### src/rtl/ddr_amm_arbiter.sv
// Two-requester round-robin arbiter for one Avalon-MM DDR port (burstcount 1).
// Read data returns in order and is steered back to its issuer through a tag FIFO.
module ddr_amm_arbiter #(
  parameter int DDR_DATA_WIDTH  = 64,
  parameter int DDR_ADDR_WIDTH  = 32,
  parameter int MAX_OUTSTANDING = 8,
  localparam int CW = $clog2(MAX_OUTSTANDING) + 1
) (
  input  logic                      clk,
  input  logic                      rst,
  input  logic                      local_init_done,
  input  logic [DDR_ADDR_WIDTH-1:0] m0_addr,
  input  logic [DDR_DATA_WIDTH-1:0] m0_wdata,
  input  logic                      m0_ren,
  input  logic                      m0_wen,
  output logic                      m0_wait,
  output logic                      m0_rvalid,
  output logic [DDR_DATA_WIDTH-1:0] m0_rdata,
  input  logic [DDR_ADDR_WIDTH-1:0] m1_addr,
  input  logic [DDR_DATA_WIDTH-1:0] m1_wdata,
  input  logic                      m1_ren,
  input  logic                      m1_wen,
  output logic                      m1_wait,
  output logic                      m1_rvalid,
  output logic [DDR_DATA_WIDTH-1:0] m1_rdata,
  output logic [DDR_ADDR_WIDTH-1:0] amm_addr,
  output logic [DDR_DATA_WIDTH-1:0] amm_wdata,
  output logic                      amm_ren,
  output logic                      amm_wen,
  output logic [5:0]                amm_burstcount,
  input  logic                      amm_wait,
  input  logic                      amm_rvalid,
  input  logic [DDR_DATA_WIDTH-1:0] amm_rdata,
  output logic [CW-1:0]             outstanding,
  output logic                      rsp_err
);

  localparam int PW = $clog2(MAX_OUTSTANDING);

  // Handshake: a command transfers in a cycle where it is driven and mi_wait is low;
  // while mi_wait is high the requester must hold addr/wdata/ren/wen stable.

  typedef enum logic {IDLE, LOCKED} state_t;

  state_t state, state_nxt;
  logic   lock_id, last_grant;
  logic   gnt_valid, gnt_id;
  logic   elig0, elig1, rd_room;
  logic   accept, push, pop, fifo_empty, head_id;
  logic [PW-1:0] wr_ptr, rd_ptr;
  logic          tag_mem [MAX_OUTSTANDING];

  assign rd_room    = (outstanding < CW'(MAX_OUTSTANDING));
  assign elig0      = local_init_done & (m0_wen | (m0_ren & rd_room));
  assign elig1      = local_init_done & (m1_wen | (m1_ren & rd_room));
  assign fifo_empty = (outstanding == '0);
  assign head_id    = tag_mem[rd_ptr];

  always_comb begin
    gnt_valid = 1'b0;
    gnt_id    = 1'b0;
    if (state == LOCKED) begin
      gnt_valid = 1'b1;
      gnt_id    = lock_id;
    end else if (elig0 && elig1) begin
      gnt_valid = 1'b1;
      gnt_id    = ~last_grant;
    end else if (elig0 || elig1) begin
      gnt_valid = 1'b1;
      gnt_id    = elig1;
    end
  end

  // A simultaneous write request wins over a read on the same port.
  always_comb begin
    amm_addr  = '0;
    amm_wdata = '0;
    amm_wen   = 1'b0;
    amm_ren   = 1'b0;
    m0_wait   = 1'b1;
    m1_wait   = 1'b1;
    if (gnt_valid) begin
      if (gnt_id) begin
        amm_addr  = m1_addr;
        amm_wdata = m1_wdata;
        amm_wen   = m1_wen & local_init_done;
        amm_ren   = m1_ren & ~m1_wen & local_init_done;
        m1_wait   = amm_wait | ~local_init_done;
      end else begin
        amm_addr  = m0_addr;
        amm_wdata = m0_wdata;
        amm_wen   = m0_wen & local_init_done;
        amm_ren   = m0_ren & ~m0_wen & local_init_done;
        m0_wait   = amm_wait | ~local_init_done;
      end
    end
  end

  assign accept = gnt_valid & local_init_done & ~amm_wait;
  assign push   = accept & amm_ren;
  assign pop    = amm_rvalid & ~fifo_empty;

  always_comb begin
    state_nxt = state;
    if (accept)
      state_nxt = IDLE;
    else if (gnt_valid && amm_wait)
      state_nxt = LOCKED;
  end

  always_ff @(posedge clk or posedge rst) begin
    if (rst) begin
      state       <= IDLE;
      lock_id     <= 1'b0;
      last_grant  <= 1'b1;
      wr_ptr      <= '0;
      rd_ptr      <= '0;
      outstanding <= '0;
      rsp_err     <= 1'b0;
    end else begin
      state <= state_nxt;
      if (gnt_valid && amm_wait)
        lock_id <= gnt_id;
      if (accept)
        last_grant <= gnt_id;
      if (push)
        wr_ptr <= wr_ptr + 1'b1;
      if (pop)
        rd_ptr <= rd_ptr + 1'b1;
      if (push && !pop)
        outstanding <= outstanding + 1'b1;
      else if (pop && !push)
        outstanding <= outstanding - 1'b1;
      if (amm_rvalid && fifo_empty)
        rsp_err <= 1'b1;
    end
  end

  // Tag storage needs no reset: entries are only read below the valid count.
  always_ff @(posedge clk) begin
    if (push)
      tag_mem[wr_ptr] <= gnt_id;
  end

  assign m0_rvalid      = pop & ~head_id;
  assign m1_rvalid      = pop & head_id;
  assign m0_rdata       = amm_rdata;
  assign m1_rdata       = amm_rdata;
  assign amm_burstcount = 6'd1;

endmodule

### config.mk
export PLATFORM = sky130hd
export DESIGN_NAME = ddr_amm_arbiter
export DESIGN_NICKNAME = d
export VERILOG_FILES = /design/src/rtl/ddr_amm_arbiter.sv
export SDC_FILE = /design/constraint.sdc
export NUM_CORES = 1
export LEC_CHECK = 0
export ABC_AREA = 1
export ABC_CLOCK_PERIOD_IN_PS = 7070
export CAP_MARGIN = 30
export CORE_AREA = 2 2 196 198
export CTS_CLUSTER_DIAMETER = 30
export CTS_CLUSTER_SIZE = 40
export DETAILED_ROUTE_END_ITERATION = 12
export DIE_AREA = 0 0 198 200
export GPL_TIMING_DRIVEN = 1
export MAX_ROUTING_LAYER = met4
export PLACE_DENSITY = 0.51
export SYNTH_ARGS = -nofsm -noshare
export SYNTH_HDL_FRONTEND = slang
export SYNTH_SLANG_ARGS = --single-unit
### constraint.sdc
create_clock -name clk -period 7.07 [get_ports clk]
set_clock_uncertainty 0.2 [all_clocks]
set_input_delay 1.7675 -clock clk [delete_from_list [all_inputs] [get_ports clk]]
set_output_delay 1.7675 -clock clk [all_outputs]
set_load 0.01 [all_outputs]
# Word level (Yosys, flattened, before mapping)

Memory sizes are Yosys's and may differ from the RTL's.
Index checks and enable logic that the tools add are counted.

Register bits after elaboration: 14
Bits in writable memories: 8
Output and inout port bits: 241
Word-level logic and storage cells: 74
Memories: 1

Add/subtract/negate cells: 4
$lt $le $gt $ge: 1
Mux-type cells: 24
Bitwise operators: 26
Reduce and logical (&&, ||, !) cells: 11

Memory list:

| memory  | words | width | rd ports | clocked after Yosys merged registers in | wr ports | line | RTL |
|---|---|---|---|---|---|---|---|
| tag_mem | 8     | 1     | 1        | 0                                       | 1        | 51   | `logic tag_mem [MAX_OUTSTANDING];` |

Operators by type and width:

| kind                                                                | count |
|---|---|
| 64-bit 2-to-1 mux                                                   | 2 |
| 32-bit 2-to-1 mux                                                   | 2 |
| 1-bit 2-to-1 mux                                                    | 18 |
| 1-bit bitwise AND                                                   | 16 |
| 4-bit 2-to-1 mux                                                    | 2 |
| 1-bit inverter                                                      | 7 |
| 3-bit by 1-bit adder with 3-bit output (second input constant)      | 2 |
| 1-bit logical AND                                                   | 5 |
| 4-bit by 1-bit adder with 4-bit output (second input constant)      | 1 |
| 4-bit logical NOT                                                   | 1 |
| 4-bit less-than comparator (second input constant)                  | 1 |
| 2-bit nonzero test                                                  | 2 |
| 4-bit by 1-bit subtractor with 4-bit output (second input constant) | 1 |
| 1-bit bitwise OR                                                    | 3 |
| 1-bit logical NOT                                                   | 2 |
| 1-bit logical OR                                                    | 1 |

# Longest topological paths before layout

Gate-level depths: netlist of run 1.

Depth in word-level cells: 15
Gate-level depth with buffers: 18

# Worst setup path after synthesis of run 1

Ideal clock, no wire load.

Kind: in2out
Start: input port m1_wen
End: output port amm_addr[17]
Arrival time: 2693 ps
Required time: 5102 ps
Path slack: 2409 ps
Stages on the path: 8
Path buffers: 2
Cell sequence: inv_1 > a21oi_1 > nand3_2 > nand2_4 > buf_6 > buf_4 > nor2_1 > nor2_1

Cells in the longest elaborated chain, start to end: 8
Elaborated cells on any way between the ends: 12

RTL lines:

| element             | line | RTL |
|---|---|---|
| from (decl)         | 22   | `input logic m1_wen,` |
| 1-bit bitwise OR *  | 55   | `assign elig1 = local_init_done & (m1_wen \| (m1_ren & rd_room));` |
| 1-bit bitwise AND * | 55   |  |
| 1-bit logical OR    | 68   | `end else if (elig0 \|\| elig1) begin` |
| 1-bit 2-to-1 mux    | 68   |  |
| 1-bit 2-to-1 mux *  | 65   | `end else if (elig0 && elig1) begin` |
| 1-bit 2-to-1 mux *  | 62   | `if (state == LOCKED) begin` |
| named net gnt_id    | 47   | `logic gnt_valid, gnt_id;` |
| 32-bit 2-to-1 mux * | 83   | `if (gnt_id) begin` |
| 32-bit 2-to-1 mux * | 82   | `if (gnt_valid) begin` |
| to (decl)           | 26   | `output logic [DDR_ADDR_WIDTH-1:0] amm_addr,` |

Mark *: on every way through the listed nets, which the timed path passes. The rest lies on a longest branch.

# Final worst setup path of run 1

Start: input port local_init_done
End: output port amm_wdata[22]

Cells in the longest elaborated chain, start to end: 7
Elaborated cells on any way between the ends: 12

RTL lines:

| element                                     | line   | RTL |
|---|---|---|
| from (decl)                                 | 11     | `input logic local_init_done,` |
| 1-bit bitwise AND, on equally long branches | 54, 55 |  |
| 1-bit logical OR                            | 68     |  |
| 1-bit 2-to-1 mux                            | 68     |  |
| 1-bit 2-to-1 mux                            | 65     |  |
| 1-bit 2-to-1 mux                            | 62     |  |
| 64-bit 2-to-1 mux                           | 83     |  |
| 64-bit 2-to-1 mux *                         | 82     |  |
| to (decl)                                   | 27     | `output logic [DDR_DATA_WIDTH-1:0] amm_wdata,` |

Every way passes the cells marked *; elsewhere a longest branch is shown, timed or not.

==> impl_results.md, run 1 <==
* Status: completed
* Final nets at 1025
* Area grow syn2layout at 73.3%
* Gr usage total at 10.7%
* Post-synthesis cell type count at 33
* Hold_ws at 0.266 ns
* # setup viols final at 0
* Syn_area_per_cell at 6.13 um2
* PwrDens at 214 nW/um2
* Seq pwr share at 16.4%
* Static leakage at 0.00237 uW
* Max clock buf depth at 2
* Clk root buf: clkbuf_16
* Main area contributors after synthesis: buf_4 30%, nor2_1 22%, o21ai_0 11%
* First-pass GRT wire length at 29.5 mm
* Post-detail-place hpwl at 19.1 mm
* Pin count of the biggest net entering global routing at 57
* Post-CTS Setup Inserts at 0
* Register bit total from synthesis at 22
* Critical R2R Launch: outstanding[3]$_DFFE_PP0P_
* Filler cells at 4277
* Share of the synthesized area in the top cell type at 29.6%
* Die Span X at 198 um
* Mapped Cells at 596
* Setup WS pre-CTS at 0.788 ns
* Reg2reg path depth at 18
* Clock slew at reported path FFs at 0.06 ns
* Vias at 4231
* PnR worst setup slack at 0.827 ns
* Layout cells sized above 1 at 3.45%
* Required time worst endpoint at 5.10 ns
* Antenna violations before repair at 3
* FF-to-FF End: outstanding[3]$_DFFE_PP0P_
* Slew headroom at 56.4%
* Power share of the clock group at 8.9%
* Comb pwr share at 74.8%
* Drt first pass iters at 4
* Die H at 200 um
* HP Start: rsp_err$_DFFE_PP0P_
* CTS Buf Count at 3
* Number of routed nets with antenna violations at 0
* Initial core utilization at 9.77%
* CP Launch Type: input pin
* Slew Limit Fails at 0
* Clock sink count at 22
* Pwr Total at 1360 uW
* Worst Hold Path Cells at 1
* Reg2reg setup slack at 3.44 ns
* Clk_lat worst skew at 0.25 ns
* Register area share after synthesis at 16.2%
* Ports at 506
* Htree depth at 1
* Crit. End Element: primary output
* Post-CTS sizing at 0
* Remaining routing DRC violations at 0
* PortBufs at 307
* Die Area at 39600 um2
* Vias in the first global route at 4049
* Overflow after GRT at 0
* Core Area at 37400 um2
* HP Class: register to register
* Maximum clock rate at 0.160 GHz
* Per-cell routed wire length at 17.6 um
* Routability Congestion at 0.800
* Synth area leader: buf_4
* TritonCTS clock tree: done
* Least-Margin Pin Slew at 0.654 ns
* Final WL at 22.3 mm
* Sw frac at 43.2%
* CP Max Fanout at 42
* P_sw at 587 uW
* Minimum clock period at 6.24 ns
* CP Class: input pin to primary output
* Routed vias/inst at 3.34
* VDD IR max at 0.0800 mV
* Num rows at 71
* Max-cap violations at 0
* Area of the mapped netlist at 3650 um2
* RSZ-0062 raised after global routing: no
* Final Hold Violating Endpoints at 0
* CP arrival at 4.28 ns
* Ratio of final minimum period to clock period at 88.3%
* 1st-iter DRT viols at 200
* Hold Crit Endpoint: rsp_err$_DFFE_PP0P_
* Hold Buf Count CTS at 0
* Syn. warnings at 0
* Int Power at 771 uW
* Setup TNS at 0 ns
-- layout make-up --
class	count	area [um2]	share of cell area (%)
Timing Repair Buffer	316	3150	49.8
Multi-Input combinational cell	396	1810	28.6
Tap cell	511	639	10.1
Sequential cell	22	592	9.35
Clock buffer	3	75.1	1.19
Inverter	15	58.8	0.929
Clock inverter	1	3.75	0.0593
Antenna cell	1	2.50	0.0395
-- routing by layer --
metal	global-route usage, %	part of all wire (%)
met1	11.1	36
met2	17.6	48
met3	5.65	13
met4	3.20	2.6
met5	-	0
-- cells in the final DEF, fill, tap and decap left out, types with 2 or more instances in the layout --
master and n:
clkdlybuf4s50_1 306, nor2_1 210, o21ai_0 81, nand2_1 36
o21ai_1 23, dfrtp_1 13, inv_1 12, buf_4 9
nand3_1 8, edfxtp_1 8, conb_1 6, xor2_1 5
ha_1 5, nand4_1 3, clkbuf_16 3, xnor2_1 2
inv_2 2, nand2_2 2, a21oi_1 2, nand3_2 2
-- through the flow --
stage	area [um2]	instances	util, %
global placement	6250	1260	16.7
finish	6330	1265	16.9
detailed placement	6250	1260	16.7
global route	6330	1265	16.9
floorplan	3670	600	-
CTS	6330	1264	16.9
-- worst max-delay path: stages --
cell and delay (ns):
clkdlybuf4s50_1 0.58, nand2_1 0.12, nand3_4 0.29, buf_4 0.44, buf_4 0.24, o21ai_0 0.14, nor2_1 0.12, clkdlybuf4s50_1 0.54
-- synthesized netlist by cell type --
cell type / number
nand3_2: 3
ha_1: 5
buf_6: 6
o21ai_0: 81
nand2_2: 2
a21oi_1: 2
conb_1: 2
mux2_2: 1
a31o_2: 1
a21o_1: 1
clkbuf_1: 15
o22ai_1: 1
dfrtp_1: 13
o21ai_1: 23
inv_2: 2
nor2_1: 210
buf_2: 2
o21a_1: 1
buf_4: 144
fa_1: 1
dfstp_2: 1
inv_1: 12
nand3_1: 8
nand2_4: 1
a31oi_1: 1
xor2_1: 5
inv_4: 1
nor2_4: 1
nand4_1: 3
edfxtp_1: 8
mux2i_1: 1
xnor2_1: 2
nand2_1: 36
-- state kept, by name, indices dropped and copies added, names as in the netlist --
register,cells
last_grant,1
rsp_err,1
lock_id,1
tag_mem,8
outstanding,4
wr_ptr,3
state,1
rd_ptr,3
-- power by group through the flow --
stage | sequential [uW] | clock (uW) | combinational [uW]
after floorplan | 217 | 0 | 567
after global routing | 231 | 128 | 1120
after CTS | 222 | 122 | 1030
after global placement | 224 | 0 | 1020
after detailed placement | 224 | 0 | 1020
final | 222 | 120 | 1020
-- cell families after synthesis --
kind of cell	count (synthesis)	share of synthesized area [%]
flops	22	16.2
compound gates	111	15.5
xor+xnor	7	1.68
simple gates	264	28.7
buf+inv	182	34.9
other cells	2	0.206
fa+ha+maj	6	2.26
mux	2	0.582
-- worst max path at each step --
stage	from	end	slack, ns	depth (start not counted)
finish	local_init_done	amm_wdata[22]	0.83	8
global route	m1_ren	amm_wdata[22]	0.57	10
CTS	m1_ren	amm_wdata[4]	0.78	9
detailed placement	m1_ren	amm_wdata[4]	0.79	9
global placement	m1_ren	amm_wdata[22]	0.81	10
floorplan	m1_wen	amm_addr[17]	2.41	8
No activity file was read; power rests on OpenSTA's default activity.
==> run 2, diff against run 1 <==
ABC_CLOCK_PERIOD_IN_PS = 7000   (was 7070)
CORE_AREA = 2 2 197 199   (was 2 2 196 198)
DIE_AREA = 0 0 199 201   (was 0 0 198 200)
SKIP_CTS_REPAIR_TIMING = 1   (was unset)
clock period = 7 ns   (was 7.07 ns; I/O delays follow)
==> run 2 against run 1 <==
Final area rose by 0.99%; wire length shrank 3.8%; sequential power up 2%; combinational power barely moved; die area up 1.0%; via count increased by 0.33%; hold slack better by 0.026 ns; global-route usage fell by 0.21 points; sequential cell count unchanged; clock power rose by 33%; non-clock buffer count is 1 higher; first-iteration DRC count is 6.5% higher.
==> impl_results.md, run 2 (synthesized netlist as in run 1, its figures left out) <==
* Setup TNS at 0 ns (unchanged)
* HP Class: register to register
* Initial core utilization at 9.58% (-0.18 points)
* VDD IR max at 0.136 mV (+70%)
* Maximum clock rate at 0.163 GHz
* Drt first pass iters at 4 (unchanged)
* Clock slew at reported path FFs at 0.06 ns (about the same)
* Remaining routing DRC violations at 0 (unchanged)
* Die H at 201 um (+0.50%)
* Vias at 4245 (+0.33%)
* Layout cells sized above 1 at 3.58% (+0.13 points)
* Minimum clock period at 6.13 ns
* CP arrival at 4.18 ns (-0.10 ns)
* Clk root buf: clkbuf_16
* PwrDens at 223 nW/um2 (+3.9%)
* Overflow after GRT at 0 (unchanged)
* Slew headroom at 62.2% (+5.7 points)
* First-pass GRT wire length at 29.6 mm (+0.12%)
* Ports at 506 (unchanged)
* Status: completed
* Post-detail-place hpwl at 18.1 mm (-5.4%)
* Final Hold Violating Endpoints at 0 (unchanged)
* DP Area at 6280 um2 (+0.50%)
* Die Area at 40000 um2 (+1.0%)
* Clk_lat worst skew at 0.25 ns (about the same)
* Clock sink count at 22 (unchanged)
* Max reg flops at 8 (unchanged)
* Per-cell routed wire length at 16.8 um (-4.6%)
* PnR worst setup slack at 0.872 ns (+0.0443 ns)
* Crit. End Element: primary output
* 1st-iter DRT viols at 213 (+6.5%)
* Post-route cell area at 6390 um2 (+0.99%)
* Htree depth at 1 (unchanged)
* CP Max Fanout at 108 (+160%)
* CTS Buf Count at 3 (unchanged)
* Vias in the first global route at 4171 (+3.0%)
* Routed vias/inst at 3.33 (-0.46%)
* Number of routed nets with antenna violations at 0 (unchanged)
* Max-cap violations at 0 (unchanged)
* Core Area at 38100 um2 (+1.9%)
* Ratio of final minimum period to clock period at 87.5%
* PortBufs at 307 (unchanged)
* Filler cells at 4361 (+2.0%)
* Commonest non-fill, non-tap cell in the layout: clkdlybuf4s50_1
* RSZ-0062 raised after global routing: no
* Least-Margin Pin Slew at 0.562 ns (-0.0920 ns)
* Required time worst endpoint at 5.05 ns (-0.05 ns)
* Area grow syn2layout at 75.1%
* # setup viols final at 0 (unchanged)
* CP Launch Type: input pin
* Antenna violations before repair at 5 (+2)
* Static leakage at 0.00239 uW (+0.84%)
* Final nets at 1026 (+0.098%)
* Commonest cells after routing, fill and taps aside: 307 x clkdlybuf4s50_1, 210 x nor2_1, 81 x o21ai_0, 36 x nand2_1, 23 x o21ai_1
* Max clock buf depth at 2 (unchanged)
* Gr usage total at 10.5% (-0.21 points)
* Setup WS pre-CTS at 0.904 ns (+0.116 ns)
* CP Class: input pin to primary output
* TritonCTS clock tree: done
* Reg with most FFs: tag_mem
* Largest regs: tag_mem: 8 flops, outstanding: 4 flops
* Final WL at 21.4 mm (-3.8%)
* Die Span X at 199 um (+0.51%)
* Pin count of the biggest net entering global routing at 109 (+91%)
* Slew Limit Fails at 0 (unchanged)
* Routability Congestion at 0.865 (+8.2%)
* Num rows at 72 (+1.4%)
## run 2: changes by cell type in the layout (fill, tap and decap cells not counted), sizes merged
cell           previous run  this run
bufinv                    0         1
clkdlybuf4s50           306       307
clkinv                    1         0
diode                     1         3
## run 2: final timing paths
path,start,to,slack (ns),cells past startpoint
setup / recovery,local_init_done,amm_wdata[29],0.87,9
hold / removal,rsp_err$_DFFE_PP0P_,rsp_err$_DFFE_PP0P_,0.29,1
setup reg to reg,outstanding[3]$_DFFE_PP0P_,outstanding[3]$_DFFE_PP0P_,3.63,17
hold reg to reg,rsp_err$_DFFE_PP0P_,rsp_err$_DFFE_PP0P_,0.29,1
max in group asynchronous,rst,last_grant$_DFFE_PP1P_,4.57,2
min in group asynchronous,rst,outstanding[2]$_DFFE_PP0P_,1.65,2
## run 2: stage by stage
| stage | hold slack [ns] | util, % | instances | total power [uW] |
|---|---|---|---|---|
| floorplan | 0.259 | - | 600 | 791 |
| global placement | 0.255 | 16.5 | 1268 | 1270 |
| detailed placement | 0.284 | 16.5 | 1268 | 1270 |
| CTS | 0.297 | 16.8 | 1272 | 1450 |
| global route | 0.323 | 16.8 | 1273 | 1550 |
| finish | 0.292 | 16.8 | 1275 | 1420 |
## run 2: layout make-up
class	instances	area (um2)	area share [%]
clock inverter	1	30.0	0.470
tap	518	648	10.1
clock buffer	3	75.1	1.17
antenna	3	7.51	0.117
inverter	15	58.8	0.920
timing repair buffer	317	3170	49.6
sequential	22	592	9.26
multi-input combinational	396	1810	28.3
## run 2: power breakdown
part           internal (uW)  total (uW)  switching (uW)  leakage [uW]
clock                    114         160            46.5     0.0000511
combinational            531        1040             506       0.00210
sequential               175         226            51.1      0.000239
total                    820        1420             604       0.00239
## run 2: critical path, cell delays in order
cell and delay [ns]:
clkdlybuf4s50_1 0.57, inv_1 0.08, a21oi_1 0.15, nand3_2 0.12, nand2_4 0.11, buf_12 0.38, nor2_1 0.08, nor2_1 0.26
clkdlybuf4s50_1 0.60
## run 2: per-layer routing
layer,vias up,wire [um],global-route usage (%)
li1,2074,-,-
met1,1835,7760,10.8
met2,309,10500,18.1
met3,27,2530,4.64
met4,0,581,2.51
met5,-,0,-
==> run 3, diff against run 2 <==
==> constraint.sdc (replaced) <==
create_clock -name clk -period 7 [get_ports clk]
set_clock_uncertainty 0.2 [all_clocks]
set_input_delay 0.7 -clock clk [delete_from_list [all_inputs] [get_ports clk]]
set_output_delay 0.7 -clock clk [all_outputs]
set_load 0.01 [all_outputs]
==> run 3 against run 2 <==
Final area shrank 1.1%; critical path depth is 1 higher; cell count fell by 0.71%; sequential power barely moved; highest routed layer unchanged.
==> impl_results.md, run 3 (synthesized netlist as in run 1, its figures left out) <==
* Final Hold Violating Endpoints at 0 (unchanged)
* Vias at 4223 (-0.52%)
* Number of routed nets with antenna violations at 0 (unchanged)
* Clk root buf: clkbuf_16
* GRT Max-Usage Layer: met2
* Commonest cells after routing, fill and taps aside: 307 x clkdlybuf4s50_1, 210 x nor2_1, 81 x o21ai_0, 36 x nand2_1, 23 x o21ai_1
* Commonest non-fill, non-tap cell in the layout: clkdlybuf4s50_1
* Clock sink count at 22 (unchanged)
* Least-Margin Pin Slew at 0.609 ns (+0.0476 ns)
* Per-cell routed wire length at 16.7 um (-0.29%)
* Num rows at 72 (unchanged)
* Die Area at 40000 um2 (unchanged)
* Largest regs: tag_mem: 8 flops, outstanding: 4 flops
* Setup TNS at 0 ns (unchanged)
* CP Launch Type: input pin
* Die Span X at 199 um (unchanged)
* Slew Limit Fails at 0 (unchanged)
* Maximum clock rate at 0.228 GHz (+40%)
* Initial core utilization at 9.58% (unchanged)
* Ratio of final minimum period to clock period at 62.6% (-25 points)
* VDD IR max at 0.101 mV (-26%)
* Required time worst endpoint at 6.10 ns (+1.05 ns)
* CP Class: input pin to primary output
* Filler cells at 4374 (+0.30%)
* Routability Congestion at 0.827 (-4.4%)
* Non-filler cells, final at 1266 (-0.71%)
* GR Util met1 at 11.0% (+0.20 points)
* 1st-iter DRT viols at 191 (-10%)
* Grt met3 use at 4.52% (-0.12 points)
* Ports at 506 (unchanged)
* CP Max Fanout at 52 (-52%)
* Drt first pass iters at 4 (unchanged)
* Max clock buf depth at 2 (unchanged)
* CTS Buf Count at 3 (unchanged)
* Crit. End Element: primary output
* Core Area at 38100 um2 (unchanged)
* Die H at 201 um (unchanged)
* Multi-input logic area at 1810 um2 (unchanged)
* RSZ-0062 raised after global routing: no
* TritonCTS clock tree: done
* PwrDens at 217 nW/um2 (-2.4%)
* Max-cap violations at 0 (unchanged)
* Antenna violations before repair at 4 (-1)
* HP Class: register to register
* Reg with most FFs: tag_mem
* Reg2reg setup slack at 3.24 ns (-0.39 ns)
* Overflow after GRT at 0 (unchanged)
* Layout cells sized above 1 at 2.67% (-0.91 points)
* CP arrival at 3.48 ns (-0.70 ns)
* Remaining routing DRC violations at 0 (unchanged)
* Pin count of the biggest net entering global routing at 99 (-9.2%)
* PortBufs at 307 (unchanged)
* Clk_lat worst skew at 0.26 ns (about the same)
* Final nets at 1020 (-0.58%)
* Placed cell count at 1261 (-0.55%)
* Minimum clock period at 4.38 ns (-1.75 ns)
* First-pass GRT wire length at 29.3 mm (-0.79%)
* Ant. Diodes at 0 (-3)
* Routed vias/inst at 3.34 (+0.19%)
* Final WL at 21.2 mm (-0.99%)
* Vias in the first global route at 4155 (-0.38%)
* # setup viols final at 0 (unchanged)
* Sequential Area at 592 um2 (unchanged)
* Met2 Use GR at 17.5% (-0.57 points)
* Static leakage at 0.00235 uW (-1.5%)
* Max reg flops at 8 (unchanged)
* Htree depth at 1 (unchanged)
* Post-detail-place hpwl at 17.8 mm (-1.7%)
* Status: completed
* Clock slew at reported path FFs at 0.06 ns (about the same)
* Area grow syn2layout at 73.1%
* Slew headroom at 59.4% (-2.8 points)
* Gr usage total at 10.3% (-0.17 points)
[run 3: cell count changes in the layout (fill, tap and decap cells not counted), sizes merged]
cell    previous run  this run
bufinv             1         0
clkbuf             3         4
diode              3         0
buf               10         4
[run 3: final timing paths]
kind,from,endpoint,cells past startpoint
max,local_init_done,amm_wdata[36],10
min,rsp_err$_DFFE_PP0P_,rsp_err$_DFFE_PP0P_,1
max reg2reg,outstanding[3]$_DFFE_PP0P_,outstanding[3]$_DFFE_PP0P_,18
min reg2reg,rsp_err$_DFFE_PP0P_,rsp_err$_DFFE_PP0P_,1
max in group asynchronous,rst,last_grant$_DFFE_PP1P_,2
min in group asynchronous,rst,outstanding[3]$_DFFE_PP0P_,2
[run 3: per-layer routing]
metal,part of all wire [%],routed length [um]
met1,37,7910
met2,49,10300
met3,12,2450
met4,2.4,512
met5,0,0
[run 3: cell type report]
| type | instances | area share (%) |
|---|---|---|
| multi-input cells | 396 | 28.6 |
| flip-flops and latches | 22 | 9.36 |
| well taps | 518 | 10.3 |
| repair buffers | 311 | 49.6 |
| inverters | 15 | 0.930 |
| clock buffers | 4 | 1.25 |
[run 3: critical path, stage by stage]
cell and delay (ns):
clkdlybuf4s50_1 0.57, inv_1 0.09, a21oi_1 0.17, nand3_2 0.12, nand2_4 0.13, buf_4 0.49, buf_12 0.30, nor2_1 0.08
nor2_1 0.19, clkdlybuf4s50_1 0.57
[run 3: stage by stage]
| stage | hold slack (ns) | setup WS [ns] | cell area, um2 | utilization, % | power, uW |
|---|---|---|---|---|---|
| floorplan | 0.259 | 4.11 | 3670 | - | 791 |
| global placement | 0.250 | 2.34 | 6200 | 16.3 | 1240 |
| detailed placement | 0.261 | 2.45 | 6220 | 16.3 | 1250 |
| CTS | 0.274 | 2.58 | 6290 | 16.5 | 1380 |
| global route | 0.307 | 2.41 | 6320 | 16.6 | 1490 |
| finish | 0.271 | 2.62 | 6320 | 16.6 | 1370 |
[run 3: where the power goes]
group          internal, uW  switching (uW)
Sequential              175            50.4
Combinational           527             498
Clock                  77.7            46.3
Total                   780             595
